===== config.mk =====
export PLATFORM = sky130hd
export DESIGN_NAME = blink_rtc
export DESIGN_NICKNAME = d
export VERILOG_FILES = /design/src/rtl/blink_rtc.sv
export SDC_FILE = /design/constraint.sdc
export NUM_CORES = 1
export LEC_CHECK = 0
export CORE_MARGIN = 1
export CORE_UTILIZATION = 54
export DETAILED_ROUTE_END_ITERATION = 10
export GPL_ROUTABILITY_DRIVEN = 0
export GPL_TIMING_DRIVEN = 0
export HOLD_SLACK_MARGIN = 0.02
export PLACE_DENSITY = 0.87
export SETUP_SLACK_MARGIN = 0.05
export SYNTH_ARGS = -nofsm -noshare
export SYNTH_HDL_FRONTEND = slang
export SYNTH_SLANG_ARGS = --single-unit
export TNS_END_PERCENT = 30

===== constraint.sdc =====
create_clock -name mck -period 2.2 [get_ports mck]
set_input_delay 0.33 -clock mck [delete_from_list [all_inputs] [get_ports mck]]
set_output_delay 0.33 -clock mck [all_outputs]
set_load 0.02 [all_outputs]

===== src/rtl/blink_rtc.sv =====
// Blink RTC: tick prescaler, TIM0/TIM1/minute cascade, sticky status,
// minute alarm and coherent snapshot read of the multi-byte time.
module blink_rtc #(
  parameter int TICK_DIV      = 49152,
  parameter int TICKS_PER_SEC = 200,
  parameter int SEC_PER_MIN   = 60,
  parameter int MIN_WIDTH     = 21
) (
  input  logic       mck,
  input  logic       rin,
  input  logic       restim,
  input  logic       reg_wr,
  input  logic       reg_rd,
  input  logic [7:0] addr,
  input  logic [7:0] wdata,
  output logic [7:0] rdata,
  output logic       rd_hit,
  output logic       rtc_int,
  output logic       t_1s,
  output logic       t_5ms
);

  localparam int TCK_W = (TICK_DIV > 1) ? $clog2(TICK_DIV) : 1;

  logic [TCK_W-1:0]     tck_q, tck_d;
  logic [7:0]           tim0_q, tim0_d;
  logic [5:0]           tim1_q, tim1_d;
  logic [MIN_WIDTH-1:0] timm_q, timm_d;
  logic [3:0]           tsta_q, tsta_d;
  logic [3:0]           tmk_q, tmk_d;
  logic [15:0]          alm_q, alm_d;
  logic                 alm_en_q, alm_en_d;
  logic [5:0]           snap_tim1_q, snap_tim1_d;
  logic [MIN_WIDTH-1:0] snap_timm_q, snap_timm_d;
  logic [7:0]           rdata_q, rdata_d;
  logic                 rd_hit_q, rd_hit_d;

  logic                 tick;
  logic                 sec_wrap;
  logic                 min_wrap;
  logic [MIN_WIDTH-1:0] timm_inc;
  logic [23:0]          timm_inc_ext;
  logic [23:0]          snap_ext;
  logic [3:0]           set;
  logic [3:0]           clr;

  always_comb begin
    tck_d       = tck_q;
    tim0_d      = tim0_q;
    tim1_d      = tim1_q;
    timm_d      = timm_q;
    tmk_d       = tmk_q;
    alm_d       = alm_q;
    alm_en_d    = alm_en_q;
    snap_tim1_d = snap_tim1_q;
    snap_timm_d = snap_timm_q;
    rdata_d     = rdata_q;
    rd_hit_d    = 1'b0;
    set         = 4'b0;
    clr         = 4'b0;

    tick         = !restim && (tck_q == TCK_W'(TICK_DIV - 1));
    sec_wrap     = (tim0_q == 8'(TICKS_PER_SEC - 1));
    min_wrap     = (tim1_q == 6'(SEC_PER_MIN - 1));
    timm_inc     = timm_q + MIN_WIDTH'(1);
    timm_inc_ext = 24'(timm_inc);
    snap_ext     = 24'(snap_timm_q);

    if (restim) begin
      tck_d  = '0;
      tim0_d = '0;
      tim1_d = '0;
      timm_d = '0;
    end else if (tick) begin
      tck_d  = '0;
      set[0] = 1'b1;
      if (sec_wrap) begin
        tim0_d = '0;
        set[1] = 1'b1;
        if (min_wrap) begin
          tim1_d = '0;
          timm_d = timm_inc;
          set[2] = 1'b1;
          set[3] = alm_en_q && (timm_inc_ext[15:0] == alm_q);
        end else begin
          tim1_d = tim1_q + 6'd1;
        end
      end else begin
        tim0_d = tim0_q + 8'd1;
      end
    end else begin
      tck_d = tck_q + TCK_W'(1);
    end

    if (reg_wr) begin
      case (addr)
        8'hB4: clr = wdata[3:0];
        8'hB5: tmk_d = wdata[3:0];
        8'hD5: alm_d[7:0] = wdata;
        8'hD6: alm_d[15:8] = wdata;
        8'hD7: alm_en_d = wdata[0];
        default: ;
      endcase
    end

    // set is ORed after the clear so a same-cycle event is never lost
    tsta_d = (tsta_q & ~clr) | set;

    if (reg_rd) begin
      rd_hit_d = 1'b1;
      case (addr)
        8'hB5: rdata_d = {4'b0, tsta_q};
        8'hD0: begin
          rdata_d     = tim0_q;
          snap_tim1_d = tim1_q;
          snap_timm_d = timm_q;
        end
        8'hD1: rdata_d = {2'b0, snap_tim1_q};
        8'hD2: rdata_d = snap_ext[7:0];
        8'hD3: rdata_d = snap_ext[15:8];
        8'hD4: rdata_d = snap_ext[23:16];
        8'hD5: rdata_d = alm_q[7:0];
        8'hD6: rdata_d = alm_q[15:8];
        8'hD7: rdata_d = {7'b0, alm_en_q};
        default: rd_hit_d = 1'b0;
      endcase
    end
  end

  always_ff @(posedge mck) begin
    if (rin) begin
      tck_q       <= '0;
      tim0_q      <= '0;
      tim1_q      <= '0;
      timm_q      <= '0;
      tsta_q      <= '0;
      tmk_q       <= '0;
      alm_q       <= '0;
      alm_en_q    <= 1'b0;
      snap_tim1_q <= '0;
      snap_timm_q <= '0;
      rdata_q     <= '0;
      rd_hit_q    <= 1'b0;
    end else begin
      tck_q       <= tck_d;
      tim0_q      <= tim0_d;
      tim1_q      <= tim1_d;
      timm_q      <= timm_d;
      tsta_q      <= tsta_d;
      tmk_q       <= tmk_d;
      alm_q       <= alm_d;
      alm_en_q    <= alm_en_d;
      snap_tim1_q <= snap_tim1_d;
      snap_timm_q <= snap_timm_d;
      rdata_q     <= rdata_d;
      rd_hit_q    <= rd_hit_d;
    end
  end

  assign rdata   = rdata_q;
  assign rd_hit  = rd_hit_q;
  assign rtc_int = |(tsta_q & tmk_q);
  assign t_1s    = tim0_q[7];
  assign t_5ms   = tim0_q[1];

endmodule


==> flow_summary.toml <==
[timing]
fin_hold_ws_ns = 0.459
hold_viol = 0
period_needed_ns = 2.29
rsz0062_at_grt = "yes"
relSlewSlack_pct = 51.0
setup_viol = 10
final-max-slew-violation-count = 0
setup_ws_ns = -0.0918
worst_slew_pin_slew_ns = 0.728
finClkSkew_ns = 0.0162
finalCritPeriodShare_pct = 104
max_freq_ghz = 0.436

[floorplan]
die_w_um = 104
die_h_um = 104
core-area_um2 = 9910
io_pins = 33
die_area_um2 = 10700
start_util_pct = 56.3
num_rows = 36

[setup_path]
arrival_ns = 2.53
start_kind = "flip-flop"
r2r-start = "tim0_q[1]"
critPathCaptureType = "flip-flop"
r2r_cells = 8
path_class = "reg2reg"
timing.rr.end = "timm_q[13]"
required_ns = 2.44
cp_max_fo = 10
r2r_setup_slack_ns = -0.09

[global_route]
grt_pass1_wl_um = 25500
grt_pass1_vias = 4882
grt_max_degree = 19
grt_overflow = 0
antenna_found_initial = 0
track_usage_pct = 30.2

[clock_network]
cts_made_buffers = 9
cts_buffer_depth = 2
cts_tree = "yes"
htree_levels = 3
clkSinkCount = 112
cts_root_buffer = "clkbuf_8"
clk_pin_slew_ns = 0.12
clkLatencyLatePin_ns = 0.38

[place]
dp_cells = 796
io_buffers = 32
post-dp-hpwl_um = 11000
place_ws_ns = -0.836

[yosys]
yosysMostFrequentCell = "dfxtp_1"
synth_top_area_share_pct = 40.2
yosysUniqueCellTypes = 56
synth_top_flop_cell = "dfxtp_1"
synth_top_family_by_area = "simple AND/OR/NAND/NOR gates"
synth_area_leaders = "dfxtp_1 (40%), mux2i_1 (11%), nor2_1 (6.4%)"
synth_edf_count = 0
seq_area_frac_synth_pct = 40.2
yosysTopAreaCell = "dfxtp_1"
yosys.area_share.xor_xnor_pct = 8.25
netlist_area_um2 = 5580
ys_seq_elements = 112
synthArstFlopShare_pct = 0
yosysWarnings = 0
synthSimpleGateAreaFrac_pct = 24.2
syn_avg_cell_area_um2 = 8.85
synthMuxAreaShare_pct = 13.0
synth_common_cells = "dfxtp_1 (112), nor2_1 (95), mux2i_1 (59)"
synth_compound_area_share_pct = 9.48
synth_nets = 657
synth_adder_area_share_pct = 1.12
syn_inst = 631

[hold_path]
worstHoldPathCells = 2
hold_path.class = "reg2reg"
worstHoldStart = "rdata[2]"
min_to = "rdata[2]"

[power]
ir_drop_uv = 301
p_clk_share_pct = 36.3
p_per_area_nw_per_um2 = 501
power_frac_comb_pct = 4.8
p_seq_share_pct = 58.8
leakagePower_nw = 2.27
p_sw_share_pct = 24.3
power.total_mw = 3.44
intPower_mw = 2.61
netSwitchingPower_uw = 834

[run_status]
status = "finished with violations"
violations = "setup timing"

[drt]
drc = 0
wl_um = 16800
wl_per_cell_um = 20.2
ant_nets = 0
drt_iter0_drc = 544
dr.pass1.iters = 5
vias = 5269
avgViaCountPerCell = 6.34

[run]
max-cap-violations = 0

[final_layout]
fin_nets = 719
fin_cells = 831
areaGrowthSynthToFinish_pct = 22.9
antenna_cells = 0
drive_gt1_share_pct = 19.2
nFillCells = 690
## worst max-delay path by stage
stage,startpoint,endpoint,slack [ns],cells past startpoint
after floorplan,tim0_q[1],timm_q[13],-0.01,7
after global placement,restim,tsta_q[3],-0.73,7
after detailed placement,restim,timm_q[20],-0.84,7
after CTS,tim0_q[1],timm_q[16],-0.07,7
after global routing,tim0_q[0],timm_q[13],-0.13,8
final,tim0_q[1],timm_q[13],-0.09,8
## power by group through the flow
stage	Clock, mW	Sequential (mW)	Combinational (mW)
after detailed placement	0	2.08	0.151
after floorplan	0	2.08	0.0754
after global placement	0	2.08	0.148
final	1.25	2.02	0.165
after CTS	1.24	2.03	0.157
after global routing	1.33	2.02	0.176
## layout make-up
cell class	instances	area, um^2	share of cell area, %
buffer	36	236	3.45
clock inverter	4	35.0	0.511
multi-input combinational	466	3410	49.7
tap	133	166	2.43
clock buffer	12	165	2.41
sequential	112	2280	33.3
inverter	11	41.3	0.602
timing repair buffer	57	524	7.64
## worst max-delay path: stages, from the launching register on
cell	delay [ns]
dfxtp_4	0.38
ha_4	0.12
and4b_1	0.23
nand4_1	0.22
or3_4	0.51
buf_6	0.16
clkbuf_16	0.17
o31ai_4	0.24
a21oi_1	0.10
## what timing repair did
action | in CTS | in global routing
gates cloned | 2 | 0
pin swaps | 14 | 10
hold endpoints to repair | 0 | 0
setup endpoints to repair | 76 | 80
gates resized for setup | 59 | 49
setup buffers | 14 | 9
hold buffers | 0 | 0
## per-layer routing
layer,up-vias,wire length [um],track usage [%]
li1,2367,-,-
met1,2524,6630,38.2
met2,306,7950,49.9
met3,72,1460,5.73
met4,0,754,13.8
met5,-,0,0
## sequential cells by signal (all words and copies together), names as in the netlist
signal       cells
alm_q           16
tmk_q            4
tim1_q           6
tck_q           16
rd_hit           1
snap_timm_q     21
snap_tim1_q      6
tim0_q           8
tsta_q           4
alm_en_q         1
rdata            8
timm_q          21
## placed cells by master (no fill, tap or decap), drive strengths merged, types with 4 or more instances in the layout
cell / count
nand3b: 7
xor2: 17
nor3: 5
or4: 12
nand4: 16
and4: 8
clkdlybuf4s50: 32
mux2i: 59
nor4: 13
ha: 5
nand2: 46
o21ai: 11
a21oi: 30
clkbuf: 35
dfxtp: 112
nor2b: 5
nor3b: 6
or3: 8
nor2: 95
xnor2: 33
a22oi: 4
o2bb2ai: 5
buf: 38
and2: 4
mux2: 4
o31ai: 12
mux4: 4
inv: 13
nand3: 17
or2: 7
## per-stage QoR
| stage | area, um^2 | util [%] | TNS [ns] |
|---|---|---|---|
| floorplan | 5630 | - | -0.0290 |
| global placement | 6120 | 61.7 | -36.35 |
| detailed placement | 6120 | 61.7 | -42.01 |
| CTS | 6640 | 67.0 | -0.147 |
| global route | 6860 | 69.2 | -1.07 |
| finish | 6860 | 69.2 | -0.433 |
## cells by family (layout without fill, tap and decap cells)
| group | count (synthesis) | after routing |
|---|---|---|
| AOI/OAI and AO/OA | 81 | 81 |
| xor gates and xnor gates | 51 | 51 |
| adders and majority gates | 5 | 5 |
| buffers and inverters | 53 | 120 |
| DFF | 112 | 112 |
| muxes | 67 | 67 |
| and+or+nand+nor | 262 | 262 |
Note: power is estimated with default switching activity, not from simulation.
==> variant 1: new RTL, same flow settings <==
Set the parameter `MIN_WIDTH` to 42 (it was 21).
--- a/src/rtl/blink_rtc.sv
+++ b/src/rtl/blink_rtc.sv
@@ -4,7 +4,7 @@
   parameter int TICK_DIV      = 49152,
   parameter int TICKS_PER_SEC = 200,
   parameter int SEC_PER_MIN   = 60,
-  parameter int MIN_WIDTH     = 21
+  parameter int MIN_WIDTH     = 42
 ) (
   input  logic       mck,
   input  logic       rin,
Function: same outputs for any inputs over 10 cycles, from zero or initial values; that may be too few to reach the edited logic, so the function may still have changed.
==> variant 1 against the unedited design <==
- routed wire length rose by 7.8%
- synthesized area rose by 4.3%
- setup slack improved by 94 ps
- critical path depth rose by 1
- final area rose by 5.6%
- sequential cell count rose by 6
- worst hold slack got worse by 26 ps
- die area rose by 4.2%
- power rose by 51%
- critical path type unchanged
==> variant 1: results (changes against the unedited design) <==
| Item | Value | Delta |
|---|---|---|
| HPWL reported at the end of detailed placement | 11,200 µm | was 11,000 µm |
| Post-Place Cell Area | 6300 µm² | was 6120 µm² |
| Combined area of the multi-input logic cells | 3420 µm² | was 3410 µm² |
| Clock-cell share of area | 8.48% | was 2.92% |
| Number of fillers in the final layout | 725 | was 690 |
| Area occupied by registers | 2390 µm² | was 2280 µm² |
| Max H-tree Level | 4 | was 3 |
| Synthesis-stage register bit count | 118 | was 112 |
| Clock buffer count | 21 | was 12 |
| Most frequent cell after synthesis | sky130_fd_sc_hd__nor2_1 | was sky130_fd_sc_hd__dfxtp_1 |
| Sequential fraction of the synthesis area | 40.6% | was 40.2% |
| Syn_nets | 692 | was 657 |
| First-pass GRT wire length | 27,300 µm | was 25,500 µm |
| Number of optimization iterations in the first detailed-route pass | 8 | was 5 |
| Count of multi-input combinational gates | 502 | was 466 |
| Skew-Pair Late Insertion Delay | 550 ps | was 380 ps |
| Tightest Hold Check Type | input port to flip-flop | was flip-flop to flip-flop |
| Lkg Pwr | 2.73 nW | was 2.27 nW |
| Worst VDD drop | 841 µV | was 301 µV |
| Fin Clk Skew | 5.78 ps | was 16.2 ps |
| Routed wire length per instance | 20.5 µm | was 20.2 µm |
| Cells after DPL | 834 | was 796 |
| Signal inverters | 5 | was 11 |
| Total detailed-routing wirelength | 18,100 µm | was 16,800 µm |
| Count of input and output buffers | 31 | was 32 |
| Number of cells on the worst hold path | 3 | was 2 |
| Arrival time at the worst endpoint | 2600 ps | was 2530 ps |
| Transition time at the pin with the least slew margin | 638 ps | was 728 ps |
| Worst Hold Path EP | alm_q[15]$_SDFFE_PP0P_ | was rdata[2]$_SDFFE_PP0P_ |
| Reg2reg end | timm_q[6]$_SDFFE_PP0P_ | was timm_q[13]$_SDFFE_PP0P_ |
| Buffer count excluding the clock tree in the final layout | 89 | was 93 |
| Number of DRC markers in iteration 0 | 619 | was 544 |
| Non-clock buffer share of cell area | 8.72% | was 11.1% |
| Fraction of final layout cells sized beyond drive strength 1 | 16.4% | was 19.2% |
| Outcome | complete, no violations | was complete, but fails checks |
| Worst Reg-to-Reg Cells | 9 | was 8 |
## variant 1: worst max-delay path, cell delays in order, from the launching register on
cell	delay, ps
sky130_fd_sc_hd__dfxtp_4	370
sky130_fd_sc_hd__ha_4	170
sky130_fd_sc_hd__nand2_4	80
sky130_fd_sc_hd__nor4_4	340
sky130_fd_sc_hd__buf_4	160
sky130_fd_sc_hd__nand4_1	270
sky130_fd_sc_hd__buf_6	250
sky130_fd_sc_hd__nor3_4	190
sky130_fd_sc_hd__xnor2_1	160
sky130_fd_sc_hd__nor2_1	70
## variant 1: worst max-delay path by stage
stage                                      start                 endpoint  slack [ps]  cells past startpoint
final                        tck_q[0]$_SDFF_PP0_   timm_q[6]$_SDFFE_PP0P_           2                      9
after global routing         tck_q[0]$_SDFF_PP0_   timm_q[6]$_SDFFE_PP0P_        -140                      9
after CTS                 tim0_q[3]$_SDFFE_PP0P_  timm_q[23]$_SDFFE_PP0P_          50                      7
after detailed placement                 addr[3]   alm_q[14]$_SDFFE_PP0P_        -330                      8
after global placement                    restim  timm_q[23]$_SDFFE_PP0P_        -270                      7
after floorplan              tck_q[0]$_SDFF_PP0_   tim0_q[5]$_SDFFE_PP0P_         160                      8
## variant 1: repair_timing
item                                    in CTS  in global routing
endpoints found under the setup margin      44                 38
resized for setup                           10                 44
pin swaps                                    6                 10
buffers inserted                             6                 11
## variant 1: cells by family (layout without fill, tap and decap cells)
logic type | after synthesis | in the layout | share of synthesized area (%)
flops | 118 | 118 | 40.6
buf+inv | 47 | 126 | 3.42
compound gates | 73 | 73 | 7.63
mux | 72 | 72 | 12.9
xor+xnor | 59 | 59 | 8.88
fa+ha+maj | 4 | 4 | 0.860
simple gates | 294 | 294 | 25.7
## variant 1: metrics by stage
| step | TNS, ps | util (%) |
|---|---|---|
| 2_1_floorplan | 0 | - |
| 3_3_place_gp | -9980 | 60.8 |
| 3_5_place_dp | -14930 | 60.8 |
| 4_1_cts | 0 | 67.6 |
| 5_1_grt | -425 | 69.9 |
| 6_report | 0 | 69.9 |
## variant 1: report_power, final
group	internal (W)	switching (W)	total, W	leakage, nW
logic	0.0000595	0.000103	0.000162	1.47
registers	0.00214	0.00000349	0.00214	0.959
clock network	0.00185	0.00103	0.00288	0.297
## variant 1: layer usage
layer | routed length (µm) | up-vias | GRT usage [%] | part of all wire (%)
met4 | 827 | 0 | 16.7 | 4.6
met1 | 7010 | 2721 | 38.6 | 39
met2 | 8660 | 347 | 51.5 | 48
met3 | 1610 | 90 | 8.91 | 8.9
li1 | - | 2484 | - | -
met5 | 0 | - | 0 | 0
==> variant 2: new RTL, same settings <==
Made on the original files. Put a register stage on the outputs `rtc_int`, `t_1s` and `t_5ms`, without a reset. The values now appear one clock later. The other outputs are not delayed to match.
--- a/src/rtl/blink_rtc.sv
+++ b/src/rtl/blink_rtc.sv
@@ -159,9 +159,11 @@
 
   assign rdata   = rdata_q;
   assign rd_hit  = rd_hit_q;
-  assign rtc_int = |(tsta_q & tmk_q);
-  assign t_1s    = tim0_q[7];
-  assign t_5ms   = tim0_q[1];
+  always_ff @(posedge mck) begin
+    rtc_int <= |(tsta_q & tmk_q);
+    t_1s    <= tim0_q[7];
+    t_5ms   <= tim0_q[1];
+  end
 
 endmodule
 
Behaviour: no difference found for any inputs over 4 cycles, from zero or initial values; that may be too few to reach the edited logic, so the function may still have changed.
==> variant 2 against the unedited design <==
- the run still ends with setup timing left
- setup slack improved by 35 ps
- maximum frequency increased by 1.5%
- power increased by 43%
- routed wire length increased by 2.6%
- cell count increased by 4.0%
- synthesized area decreased by 0.61%
- sequential power increased by 3%
- final area increased by 1.4%
- global-route usage increased by 2.5 points
- sequential cell count increased by 3
==> variant 2: results (changes against the unedited design) <==
| Item | Value | Delta |
|---|---|---|
| Post-placement worst setup slack | -681 ps | was -836 ps |
| Clock transition at path regs | 70 ps | was 120 ps |
| Worst Hold Path EP | alm_q[12]$_SDFFE_PP0P_ | was rdata[2]$_SDFFE_PP0P_ |
| Max H-tree Level | 4 | was 3 |
| Post-route setup slack | -57.1 ps | was -91.8 ps |
| Post-synthesis share of cell area spent on full adders, half adders and majority gates | 1.13% | was 1.12% |
| Largest net degree at the start of global routing | 17 | was 19 |
| Critical path peak fanout | 5 | was 10 |
| HPWL reported at the end of detailed placement | 10,700 µm | was 11,000 µm |
| Final-report setup violation count | 4 | was 10 |
| Area occupied by registers | 2320 µm² | was 2280 µm² |
| Power consumed by the clock network | 0.00268 W | was 0.00125 W |
| Synthesis-stage register bit count | 115 | was 112 |
| Total number of nets in the final design | 744 | was 719 |
| Cells taking the most area after synthesis | sky130_fd_sc_hd__dfxtp_1 41%, sky130_fd_sc_hd__nor2_1 8.3%, sky130_fd_sc_hd__mux2i_1 7.4% | was sky130_fd_sc_hd__dfxtp_1 40%, sky130_fd_sc_hd__mux2i_1 11%, sky130_fd_sc_hd__nor2_1 6.4% |
| Slowest cell on the critical path | sky130_fd_sc_hd__or4_4 | was sky130_fd_sc_hd__or3_4 |
| Top post-synthesis cells by count | 122 x sky130_fd_sc_hd__nor2_1, 115 x sky130_fd_sc_hd__dfxtp_1, 61 x sky130_fd_sc_hd__nand2_1, 41 x sky130_fd_sc_hd__mux2i_1, 40 x sky130_fd_sc_hd__xnor2_1 | was 112 x sky130_fd_sc_hd__dfxtp_1, 95 x sky130_fd_sc_hd__nor2_1, 59 x sky130_fd_sc_hd__mux2i_1, 46 x sky130_fd_sc_hd__nand2_1, 33 x sky130_fd_sc_hd__xnor2_1 |
| Clock buffer count | 18 | was 12 |
| Clock-cell share of area | 8.17% | was 2.92% |
| Hold_sp | wdata[4] | was rdata[2]$_SDFFE_PP0P_ |
| Sequential fraction of the synthesis area | 41.5% | was 40.2% |
| Synth unique cells | 54 | was 56 |
| CTS Buf Count | 17 | was 9 |
| Count of input and output buffers | 30 | was 32 |
| Outcome | complete, but fails checks | unchanged |
| Proportion of synthesized area in mux cells | 9.22% | was 13.0% |
| Launch point of the worst path | tim1_q[1]$_SDFFE_PP0P_ | was tim0_q[1]$_SDFFE_PP0P_ |
| Skew-Pair Late Insertion Delay | 530 ps | was 380 ps |
| Non-clock buffer share of cell area | 9.55% | was 11.1% |
| Violations in the final reports | setup timing | unchanged |
| Lkg Pwr | 2.62 nW | was 2.27 nW |
| Post-synthesis compound-gate area fraction | 7.89% | was 9.48% |
| Worst setup path endpoint | timm_q[19]$_SDFFE_PP0P_ | was timm_q[13]$_SDFFE_PP0P_ |
| Number of DRC markers in iteration 0 | 681 | was 544 |
| Routed vias | 5,443 | was 5,269 |
| Arrival time at the worst endpoint | 2660 ps | was 2530 ps |
| Total detailed-routing wirelength | 17,200 µm | was 16,800 µm |
variant 2: cells by family (layout without fill, tap and decap cells):
group                    after synthesis  count (layout)
buffers and inverters                 48             126
adder cells (fa/ha/maj)                5               5
XOR/XNOR                              68              68
AO/OA/AOI/OAI                         70              70
multiplexers                          48              48
flip-flops                           115             115
AND/OR/NAND/NOR                      299             299
variant 2: metrics by stage:
| step | total power [W] | utilization, % | setup TNS, ps | std cells |
|---|---|---|---|---|
| global placement | 0.00228 | 61.2 | -32070 | 816 |
| global route | 0.00503 | 70.5 | -326 | 864 |
| floorplan | 0.00221 | - | 0 | 653 |
| finish | 0.00493 | 70.5 | -84.6 | 864 |
| CTS | 0.00490 | 69.3 | -72.3 | 859 |
| detailed placement | 0.00228 | 61.2 | -36920 | 816 |
variant 2: per-layer routing:
metal | track usage [%] | routed length [µm] | vias up
met5 | 0 | 0 | -
met4 | 19.2 | 1010 | 0
met3 | 10.4 | 2100 | 122
met2 | 51.7 | 7930 | 403
met1 | 39.0 | 6180 | 2522
li1 | - | - | 2396
